<file path="src/rtl/la_trace_display_if.sv">
`default_nettype none
// ============================================================================
// Module   : la_trace_display_if
// Brief    : Probe, capture-control and video bus for the logic-analyzer
//            capture and render stage.
// Revision : 1.0
// ============================================================================
interface la_trace_display_if;
    logic [3:0]  trace_in;
    logic        arm;
    logic [1:0]  trig_ch;
    logic [11:0] pixel_x;
    logic [11:0] pixel_y;
    logic        video_on;
    logic        hsync_in;
    logic        vsync_in;
    logic [11:0] rgb;
    logic        hsync_out;
    logic        vsync_out;
    logic        armed;
    logic        done;

    modport master (
        output trace_in, arm, trig_ch, pixel_x, pixel_y, video_on, hsync_in, vsync_in,
        input  rgb, hsync_out, vsync_out, armed, done
    );

    modport slave (
        input  trace_in, arm, trig_ch, pixel_x, pixel_y, video_on, hsync_in, vsync_in,
        output rgb, hsync_out, vsync_out, armed, done
    );
endinterface
`default_nettype wire

</file>
<file path="src/rtl/la_trace_display.sv">
`default_nettype none
// ============================================================================
// Module   : la_trace_display
// Brief    : Four-channel trace capture into a sample buffer with 640x480
//            waveform rendering, two-clock aligned to the sync core.
//            Optional grid overlay enabled by defining LA_GRID_EN.
// Revision : 1.0
// ============================================================================
module la_trace_display #(
    parameter int SAMPLES        = 128,
    parameter int PIX_PER_SAMPLE = 5,
    parameter int DIV            = 4
) (
    input  wire logic          clk,
    input  wire logic          rst,
    la_trace_display_if.slave  bus
);

    localparam int c_iw = (SAMPLES > 1)        ? $clog2(SAMPLES)        : 1;
    localparam int c_sw = (PIX_PER_SAMPLE > 1) ? $clog2(PIX_PER_SAMPLE) : 1;
    localparam int c_cw = (DIV > 1)            ? $clog2(DIV)            : 1;

    localparam logic [1:0] c_st_idle    = 2'd0;
    localparam logic [1:0] c_st_armed   = 2'd1;
    localparam logic [1:0] c_st_capture = 2'd2;
    localparam logic [1:0] c_st_done    = 2'd3;

    localparam logic [11:0] c_h_active = 12'd640;
    localparam logic [11:0] c_v_active = 12'd480;

    // ------------------------------------------------------------------
    // Probe synchronizer and sample tick
    // ------------------------------------------------------------------
    logic [3:0]      r_ts_meta;
    logic [3:0]      r_ts;
    logic [c_cw-1:0] r_tick_cnt;
    logic            w_tick;

    assign w_tick = (r_tick_cnt == c_cw'(DIV - 1));

    always_ff @(posedge clk) begin
        if (rst) begin
            r_ts_meta  <= '0;
            r_ts       <= '0;
            r_tick_cnt <= '0;
        end else begin
            r_ts_meta  <= bus.trace_in;
            r_ts       <= r_ts_meta;
            r_tick_cnt <= w_tick ? '0 : r_tick_cnt + c_cw'(1);
        end
    end

    // ------------------------------------------------------------------
    // Capture FSM
    // ------------------------------------------------------------------
    logic [1:0]      r_state;
    logic [3:0]      r_prev;
    logic            r_prev_vld;
    logic [c_iw-1:0] r_wr_idx;
    logic            w_trig;
    logic            w_wr_en;
    logic [c_iw-1:0] w_wr_addr;
    logic [3:0]      r_mem [SAMPLES];

    // r_prev_vld suppresses a trigger on the first tick after arming
    assign w_trig = w_tick && r_prev_vld && !r_prev[bus.trig_ch] && r_ts[bus.trig_ch];

    always_ff @(posedge clk) begin
        if (rst) begin
            r_state    <= c_st_idle;
            r_prev     <= '0;
            r_prev_vld <= 1'b0;
            r_wr_idx   <= '0;
        end else begin
            case (r_state)
                c_st_idle: begin
                    if (bus.arm) begin
                        r_state    <= c_st_armed;
                        r_prev_vld <= 1'b0;
                    end
                end
                c_st_armed: begin
                    if (w_tick) begin
                        r_prev     <= r_ts;
                        r_prev_vld <= 1'b1;
                        if (w_trig) begin
                            r_state  <= c_st_capture;
                            r_wr_idx <= c_iw'(1);
                        end
                    end
                end
                c_st_capture: begin
                    if (w_tick) begin
                        r_wr_idx <= r_wr_idx + c_iw'(1);
                        if (r_wr_idx == c_iw'(SAMPLES - 1))
                            r_state <= c_st_done;
                    end
                end
                c_st_done: begin
                    if (bus.arm) begin
                        r_state    <= c_st_armed;
                        r_prev_vld <= 1'b0;
                    end
                end
                default: r_state <= c_st_idle;
            endcase
        end
    end

    assign w_wr_en   = ((r_state == c_st_armed) && w_trig) ||
                       ((r_state == c_st_capture) && w_tick);
    assign w_wr_addr = (r_state == c_st_capture) ? r_wr_idx : '0;

    // Buffer survives reset and re-arm; the display shows whatever it holds
    always_ff @(posedge clk) begin
        if (w_wr_en)
            r_mem[w_wr_addr] <= r_ts;
    end

    assign bus.armed = (r_state == c_st_armed);
    assign bus.done  = (r_state == c_st_done);

    // ------------------------------------------------------------------
    // Render stage 1: column counters, buffer read, band decode
    // ------------------------------------------------------------------
    logic            w_x_vis;
    logic            w_y_vis;
    logic [c_sw-1:0] r_sub;
    logic [c_iw-1:0] r_idx;
    logic [c_sw-1:0] w_cur_sub;
    logic [c_iw-1:0] w_cur_idx;
    logic [1:0]      w_band;
    logic [6:0]      w_base;
    logic [6:0]      w_row;

    assign w_x_vis   = (bus.pixel_x < c_h_active);
    assign w_y_vis   = (bus.pixel_y < c_v_active);
    // Counters describe the current column; pixel_x==0 restarts them combinationally
    assign w_cur_sub = (bus.pixel_x == 12'd0) ? '0 : r_sub;
    assign w_cur_idx = (bus.pixel_x == 12'd0) ? '0 : r_idx;

    // Row offsets only need 7 bits, so band bases are taken modulo 128
    always_comb begin
        w_band = 2'd3;
        w_base = 7'd104;
        if (bus.pixel_y < 12'd120) begin
            w_band = 2'd0;
            w_base = 7'd0;
        end else if (bus.pixel_y < 12'd240) begin
            w_band = 2'd1;
            w_base = 7'd120;
        end else if (bus.pixel_y < 12'd360) begin
            w_band = 2'd2;
            w_base = 7'd112;
        end
    end

    assign w_row = bus.pixel_y[6:0] - w_base;

    logic            r_s1_vis;
    logic [1:0]      r_s1_band;
    logic [6:0]      r_s1_row;
    logic [c_sw-1:0] r_s1_sub;
    logic [c_iw-1:0] r_s1_idx;
    logic [3:0]      r_s1_sample;
    logic [3:0]      r_s1_last;
    logic            r_hs_d;
    logic            r_vs_d;

    always_ff @(posedge clk) begin
        if (rst) begin
            r_sub       <= '0;
            r_idx       <= '0;
            r_s1_vis    <= 1'b0;
            r_s1_band   <= '0;
            r_s1_row    <= '0;
            r_s1_sub    <= '0;
            r_s1_idx    <= '0;
            r_s1_sample <= '0;
            r_s1_last   <= '0;
            r_hs_d      <= 1'b1;
            r_vs_d      <= 1'b1;
        end else begin
            if (w_x_vis && w_y_vis) begin
                if (w_cur_sub == c_sw'(PIX_PER_SAMPLE - 1)) begin
                    r_sub <= '0;
                    r_idx <= (w_cur_idx == c_iw'(SAMPLES - 1)) ? '0 : w_cur_idx + c_iw'(1);
                end else begin
                    r_sub <= w_cur_sub + c_sw'(1);
                    r_idx <= w_cur_idx;
                end
            end
            r_s1_vis    <= bus.video_on && w_x_vis && w_y_vis;
            r_s1_band   <= w_band;
            r_s1_row    <= w_row;
            r_s1_sub    <= w_cur_sub;
            r_s1_idx    <= w_cur_idx;
            r_s1_sample <= r_mem[w_cur_idx];
            if (w_cur_sub == '0)
                r_s1_last <= r_s1_sample;
            r_hs_d      <= bus.hsync_in;
            r_vs_d      <= bus.vsync_in;
        end
    end

    // ------------------------------------------------------------------
    // Render stage 2: colour selection
    // ------------------------------------------------------------------
    logic        w_bit;
    logic        w_lbit;
    logic        w_trace;
    logic [11:0] w_colour;
    logic [11:0] w_rgb;
    logic [11:0] r_rgb;
    logic        r_hs_out;
    logic        r_vs_out;

    assign w_bit   = r_s1_sample[r_s1_band];
    assign w_lbit  = r_s1_last[r_s1_band];
    assign w_trace = (w_bit && (r_s1_row == 7'd30)) ||
                     (!w_bit && (r_s1_row == 7'd90)) ||
                     ((r_s1_sub == '0) && (r_s1_idx != '0) && (w_bit != w_lbit) &&
                      (r_s1_row >= 7'd30) && (r_s1_row <= 7'd90));

    always_comb begin
        case (r_s1_band)
            2'd0:    w_colour = 12'h0F0;
            2'd1:    w_colour = 12'hFF0;
            2'd2:    w_colour = 12'h0FF;
            default: w_colour = 12'hF0F;
        endcase
    end

`ifdef LA_GRID_EN
    logic w_grid;
    assign w_grid = ((r_s1_idx[2:0] == 3'd0) && (r_s1_sub == '0)) || (r_s1_row == 7'd0);

    always_comb begin
        w_rgb = 12'h000;
        if (r_s1_vis) begin
            if (w_trace)
                w_rgb = w_colour;
            else if (w_grid)
                w_rgb = 12'h333;
        end
    end
`else
    always_comb begin
        w_rgb = 12'h000;
        if (r_s1_vis && w_trace)
            w_rgb = w_colour;
    end
`endif

    always_ff @(posedge clk) begin
        if (rst) begin
            r_rgb    <= '0;
            r_hs_out <= 1'b1;
            r_vs_out <= 1'b1;
        end else begin
            r_rgb    <= w_rgb;
            r_hs_out <= r_hs_d;
            r_vs_out <= r_vs_d;
        end
    end

    assign bus.rgb       = r_rgb;
    assign bus.hsync_out = r_hs_out;
    assign bus.vsync_out = r_vs_out;

endmodule
`default_nettype wire
</file>
<file path="src/flat_wrapper.sv">
// flat-port wrapper written by rule: the top's interface ports become plain ports
module la_trace_display_flat 
#(
    parameter int SAMPLES        = 128,
    parameter int PIX_PER_SAMPLE = 5,
    parameter int DIV            = 4
)
  (clk, rst, bus_trace_in, bus_arm, bus_trig_ch, bus_pixel_x, bus_pixel_y, bus_video_on, bus_hsync_in, bus_vsync_in, bus_rgb, bus_hsync_out, bus_vsync_out, bus_armed, bus_done);
  la_trace_display_if bus_i ();
  input  wire logic clk;
  input  wire logic rst;
  input wire logic [$bits(bus_i.trace_in)-1:0] bus_trace_in;
  input wire logic [$bits(bus_i.arm)-1:0] bus_arm;
  input wire logic [$bits(bus_i.trig_ch)-1:0] bus_trig_ch;
  input wire logic [$bits(bus_i.pixel_x)-1:0] bus_pixel_x;
  input wire logic [$bits(bus_i.pixel_y)-1:0] bus_pixel_y;
  input wire logic [$bits(bus_i.video_on)-1:0] bus_video_on;
  input wire logic [$bits(bus_i.hsync_in)-1:0] bus_hsync_in;
  input wire logic [$bits(bus_i.vsync_in)-1:0] bus_vsync_in;
  output wire logic [$bits(bus_i.rgb)-1:0] bus_rgb;
  output wire logic [$bits(bus_i.hsync_out)-1:0] bus_hsync_out;
  output wire logic [$bits(bus_i.vsync_out)-1:0] bus_vsync_out;
  output wire logic [$bits(bus_i.armed)-1:0] bus_armed;
  output wire logic [$bits(bus_i.done)-1:0] bus_done;
  assign bus_i.trace_in = bus_trace_in;
  assign bus_i.arm = bus_arm;
  assign bus_i.trig_ch = bus_trig_ch;
  assign bus_i.pixel_x = bus_pixel_x;
  assign bus_i.pixel_y = bus_pixel_y;
  assign bus_i.video_on = bus_video_on;
  assign bus_i.hsync_in = bus_hsync_in;
  assign bus_i.vsync_in = bus_vsync_in;
  assign bus_rgb = bus_i.rgb;
  assign bus_hsync_out = bus_i.hsync_out;
  assign bus_vsync_out = bus_i.vsync_out;
  assign bus_armed = bus_i.armed;
  assign bus_done = bus_i.done;
  la_trace_display #(.SAMPLES(SAMPLES), .PIX_PER_SAMPLE(PIX_PER_SAMPLE), .DIV(DIV)) u_core (.clk(clk), .rst(rst), .bus(bus_i));
endmodule
</file>
<file path="config.mk">
export PLATFORM = sky130hd
export DESIGN_NAME = la_trace_display_flat
export DESIGN_NICKNAME = d
export VERILOG_FILES = /design/src/rtl/la_trace_display_if.sv /design/src/rtl/la_trace_display.sv /design/src/flat_wrapper.sv
export SDC_FILE = /design/constraint.sdc
export NUM_CORES = 1
export LEC_CHECK = 0
export BUFFER_PORTS_ARGS = -buffer_cell sky130_fd_sc_hd__buf_4
export CAP_MARGIN = 20
export CORE_ASPECT_RATIO = 1.25
export CORE_MARGIN = 2
export CORE_UTILIZATION = 42
export CTS_CLUSTER_SIZE = 30
export DETAILED_ROUTE_END_ITERATION = 7
export PLACE_DENSITY = 0.66
export SLEW_MARGIN = 15
export SYNTH_ARGS = -nofsm -noshare
export SYNTH_HDL_FRONTEND = slang
export SYNTH_SLANG_ARGS = --single-unit
</file>
<file path="constraint.sdc">
create_clock -name clk -period 4.89 [get_ports clk]
set_input_delay 0.2445 -clock clk [delete_from_list [all_inputs] [get_ports clk]]
set_output_delay 0.2445 -clock clk [all_outputs]
set_load 0.005 [all_outputs]
</file>
After elaboration in Yosys (flattened, before gate mapping)

Memories as Yosys holds them, arrays and structs flattened. A register that Yosys moved wholly into a read port is not among the register bits.
Cells that the tools add are included.

Add/subtract/negate cells: 5
Order comparisons: 9
Equality and inequality tests: 17
Multiplexer cells: 35
Bitwise logic cells: 1
Reductions and logical operators: 37

Operators with widths:

| kind                 | number |
|---|---|
| $mux 7               | 9 |
| $pmux 12 s3          | 1 |
| $lt 12x9->1 const B  | 2 |
| $eq 7x7->1 const B   | 3 |
| $logic_and 1x1->1    | 15 |
| $add 7x1->7 const B  | 2 |
| $pmux 7 s2           | 1 |
| $logic_not 12->1     | 1 |
| $lt 12x10->1 const B | 1 |
| $lt 12x7->1 const B  | 1 |
| $lt 12x8->1 const B  | 1 |
| $mux 1               | 10 |
| $mux 2               | 5 |
| $ne 2x1->1 const B   | 5 |
| $bmux 1 s2           | 4 |
| $eq 2x2->1 const B   | 4 |
| $reduce_or 2->1      | 4 |
| $eq 7x5->1 const B   | 1 |
| $ge 7x5->1 const B   | 1 |
| $le 7x7->1 const B   | 1 |
| $reduce_bool 7->1    | 1 |
| $sub 7x7->7          | 1 |
| $logic_not 3->1      | 2 |
| $lt 2x3->1 const B   | 2 |
| other kinds (19)     | 26 |

Flip-flop bits (word level): 74
Memory bits (writable): 512
Bits of input ports: 36
Output and inout port bits: 16
Memories kept: 1

Memories:

| memory       | depth | width | rd ports | clocked after Yosys merged registers in | wr ports | RTL line               | RTL |
|---|---|---|---|---|---|---|---|
| u_core.r_mem | 128   | 4     | 1        | 1                                       | 1        | la_trace_display.sv:63 | `logic [3:0] r_mem [SAMPLES];` |

Depth between registers and ports, before layout

Depth in word-level cells: 10
Depth in mapped cells: 13
Depth with buffers taken out: 11

Worst setup path after synthesis

No wires, ideal clock.

Kind: flip-flop to flip-flop
Start point: register u_core.r_ts[2]
End point: memory u_core.r_mem[24][0] (enable)
Data arrival time: 3.709 ns
Data required time: 4.560 ns
Setup slack: 0.851 ns
Cell stages (with the launch flop): 8
Cell sequence: dfxtp_1 -> nor3b_1 -> a31oi_1 -> a2111oi_0 -> a21o_1 -> o21ai_0 -> clkbuf_1 -> nor2_1

Cells in the longest elaborated chain, start to end: 7

RTL lines:

| element                      | RTL line                | RTL |
|---|---|---|
| from (decl)                  | la_trace_display.sv:35  | `logic [3:0] r_ts;` |
| from (signal assigned)       | la_trace_display.sv:48  | `r_ts <= r_ts_meta;` |
| $bmux 1 s2                   | la_trace_display.sv:66  | `assign w_trig = w_tick && r_prev_vld && !r_prev[bus.trig_ch] && r_ts[bus.trig_ch];` |
| $mux 1 (implied by the code) | la_trace_display.sv:66  |  |
| $logic_and 1x1->1            | la_trace_display.sv:66  |  |
| $logic_and 1x1->1            | la_trace_display.sv:110 | `assign w_wr_en = ((r_state == c_st_armed) && w_trig) \|\|` |
| $logic_or 1x1->1             | la_trace_display.sv:110 |  |
| $mux 1                       | la_trace_display.sv:116 | `if (w_wr_en)` |
| $mux 1 (implied by the code) | la_trace_display.sv:117 | `r_mem[w_wr_addr] <= r_ts;` |
| to (decl)                    | la_trace_display.sv:63  |  |

Every way passes these cells. The select of a mux whose other input is x is not followed.

Worst setup path after layout

Start point: register u_core.r_ts[2]
End point: memory u_core.r_mem[25][3] (enable)

Same word-level chain as after synthesis.

==> impl_metrics.env <==
export IMPL_worstSetupStartpointType="register"
export IMPL_cts_inserted_buffers=52
export IMPL_synth_area_sq_um=24000
export IMPL_r2r_cells=6
export IMPL_fin_tns_setup_ns=0
export IMPL_crit_path_max_fanout=42
export IMPL_synth_commonest_cells="edfxtp_1 (512), nor2_1 (222), nand2_1 (99), a21oi_1 (82), mux4_2 (73)"
export IMPL_reg2reg_to="u_core.r_mem[25][3]"
export IMPL_worstHoldStart="bus_pixel_y[8]"
export IMPL_ff_latch_area_sq_um=16800
export IMPL_yosysUniqueCellTypes=69
export IMPL_row_count=97
export IMPL_initial_core_util=0.426
export IMPL_synthCells=1626
export IMPL_clkSlewWorstSetupHoldPaths_ns=0.06
export IMPL_gp_congestion=0.882
export IMPL_ant_nets=0
export IMPL_final_max_slew_viol_count=0
export IMPL_status="finished clean"
export IMPL_synth_nets=1675
export IMPL_min_period_over_period=0.723
export IMPL_grt_pass1_wl_mm=87.0
export IMPL_cts_tree="yes"
export IMPL_antenna_cells=0
export IMPL_maxCapViolCount=0
export IMPL_async_flop_share=0
export IMPL_holdPathStages=3
export IMPL_power_leakage_nw=7.57
export IMPL_overflow=0
export IMPL_yosysTopAreaCellShare=0.641
export IMPL_synth_most_common_cell="edfxtp_1"
export IMPL_cts_root_buffer="clkbuf_16"
export IMPL_hold_path_class="primary input to register"
export IMPL_cp_required_ns=5.13
export IMPL_clk_latency_ns=0.60
export IMPL_seq_area_frac_synth=0.698
export IMPL_ir_drop_mv=0.283
export IMPL_detail_route_wl_per_cell_um=23.6
export IMPL_clockBufferDepth=3
export IMPL_synth_top_area_cell="edfxtp_1"
export IMPL_hold_viol_final=0
export IMPL_nets=1711
export IMPL_track_usage=0.195
export IMPL_ys_warn_count=0
export IMPL_maxSlewHeadroom=0.241
export IMPL_portBuffers=51
export IMPL_wirelength_mm=57.7
export IMPL_h_tree_depth=2
export IMPL_synth_edf_count=512
export IMPL_grt_max_degree=90
export IMPL_min_period_ns=3.53
export IMPL_core_area_sq_um=56300
export IMPL_first_global_vias=14200
export IMPL_die_area_sq_um=59100
export IMPL_vias_per_cell=5.82
export IMPL_io_pins=52
export IMPL_die_w_um=218
export IMPL_dp_final_hpwl_mm=36.1
export IMPL_ys_seq_elements=581
export IMPL_drc=0
export IMPL_multi_input_comb_area_sq_um=6650
export IMPL_postSynthAreaPerCell_sq_um=14.8
export IMPL_area_delta_synth_final_pct=11.6
export IMPL_die_height_um=271
export IMPL_rrSetupSlack_ns=1.36
export IMPL_critical_path_arrival_ns=3.77
export IMPL_rr_startpoint="u_core.r_ts[2]"
export IMPL_synth_area_leaders="edfxtp_1 (64%), mux4_2 (6.9%), dfxtp_1 (5.8%)"
export IMPL_power_per_cell_area_nw_per_um2=357
export IMPL_first_pass_iters=6
export IMPL_fin_util=0.476
export IMPL_worstSetupPathType="register to register"
export IMPL_fin_skew_ns=0.0221
export IMPL_clkSinkCount=581
export IMPL_end_kind="register"
export IMPL_hold_end="u_core.r_s1_band[1]"
export IMPL_rsz0062_at_grt="no"
export IMPL_fill_cells=4804
export IMPL_tightestPinTransition_ns=1.14
export IMPL_ys_dominant_reg_cell="edfxtp_1"
export IMPL_max_freq_ghz=0.283
export IMPL_drt_iter0_markers=1534
export IMPL_antenna_found_initial=0
export IMPL_setup_viol_count_final=0
export IMPL_final_layout_size_suffix_gt1_frac=0.175
export IMPL_vias=14200
## power by group
part	leakage [nW]	total, mW	internal (mW)	switching [mW]
sequential	4.57	5.42	5.39	0.0251
combinational	2.22	0.280	0.0939	0.186
clock	0.774	3.87	2.13	1.74
total	7.57	9.57	7.62	1.95
## sequential cells by signal, summed over array words and instances, names as in the netlist, 2 cells and up
name,cells
u_core.r_s1_last,4
u_core.r_ts_meta,4
u_core.r_s1_sub,3
u_core.r_tick_cnt,2
u_core.r_s1_band,2
u_core.r_ts,4
u_core.r_wr_idx,7
u_core.r_s1_row,7
u_core.r_prev,4
u_core.r_sub,3
u_core.r_s1_sample,4
u_core.bus.rgb,3
u_core.r_mem,512
u_core.r_idx,7
u_core.r_s1_idx,7
u_core.r_state,2
## critical path, cell delays in order (launching register included)
cell	delay [ns]
dfxtp_4	0.65
nor3b_1	0.27
a31oi_1	0.08
a2111oi_0	0.58
a21o_1	0.29
nand2_1	0.74
nor2_1	0.57
## how the worst max path moves through the flow
stage / from / endpoint / slack, ns / cells past startpoint
finish: u_core.r_ts[2] / u_core.r_mem[25][3] / 1.36 / 6
global route: u_core.r_ts[2] / u_core.r_mem[97][1] / 0.99 / 6
CTS: u_core.r_ts[2] / u_core.r_mem[25][3] / 1.28 / 6
detailed placement: u_core.r_ts[2] / u_core.r_mem[25][3] / 1.30 / 6
global placement: u_core.r_ts[2] / u_core.r_mem[89][0] / 1.36 / 6
floorplan: u_core.r_ts[2] / u_core.r_mem[24][0] / 0.85 / 7
## cells by family after synthesis
family,after synthesis,synth area share
XOR/XNOR,4,0.00146
AO/OA/AOI/OAI,292,0.0819
buffers and inverters,127,0.0248
adder cells (fa/ha/maj),13,0.00709
multiplexers,139,0.0984
flip-flops,581,0.698
AND/OR/NAND/NOR,470,0.0879
## cells in the final DEF (no fill, tap or decap), drive strengths merged, types with 12 or more instances in the layout
cell type	instances
nor3	23
nand2	99
nor2	222
mux2	44
mux2i	22
inv	18
a21oi	82
a221oi	19
dfxtp	69
clkinv	22
ha	12
nand3	29
a22oi	14
o21ai	56
dlygate4sd3	13
nand4	12
nor2b	30
mux4	73
edfxtp	512
a211oi	18
buf	80
clkbuf	60
## metrics by stage
step | worst slack (ns) | hold slack [ns] | total power [mW] | std cells | cell area (sq um)
after global routing | 0.986 | 0.0416 | 9.85 | 2442 | 26800
after CTS | 1.28 | 0.0295 | 9.64 | 2442 | 26800
after global placement | 1.36 | 0.399 | 5.79 | 2336 | 25000
after detailed placement | 1.30 | 0.398 | 5.79 | 2337 | 25100
after floorplan | 0.851 | 0.348 | 5.69 | 1626 | 24000
final | 1.36 | 0.0352 | 9.57 | 2442 | 26800
## metal layers
| metal | global-route usage | part of all wire |
|---|---|---|
| met1 | 0.243 | 0.38 |
| met2 | 0.337 | 0.51 |
| met3 | 0.0255 | 0.068 |
| met4 | 0.0900 | 0.045 |
| met5 | 0 | 0 |
## area by class of cell
type                    count  area share
repair buffers             93      0.0288
well taps                 742      0.0347
clock inverters            32     0.00902
clock buffers              60      0.0505
flip-flops and latches    581       0.627
inverters                  16     0.00224
multi-input cells         918       0.248
## what timing repair did
| action | in CTS | in global routing |
|---|---|---|
| setup buffers | 0 | 0 |
| endpoints found under the hold margin | 12 | 0 |
| gates resized for setup | 0 | 0 |
| endpoints found under the setup margin | 0 | 0 |
| hold buffers | 13 | 0 |
Power figures use the tool's default switching activity.
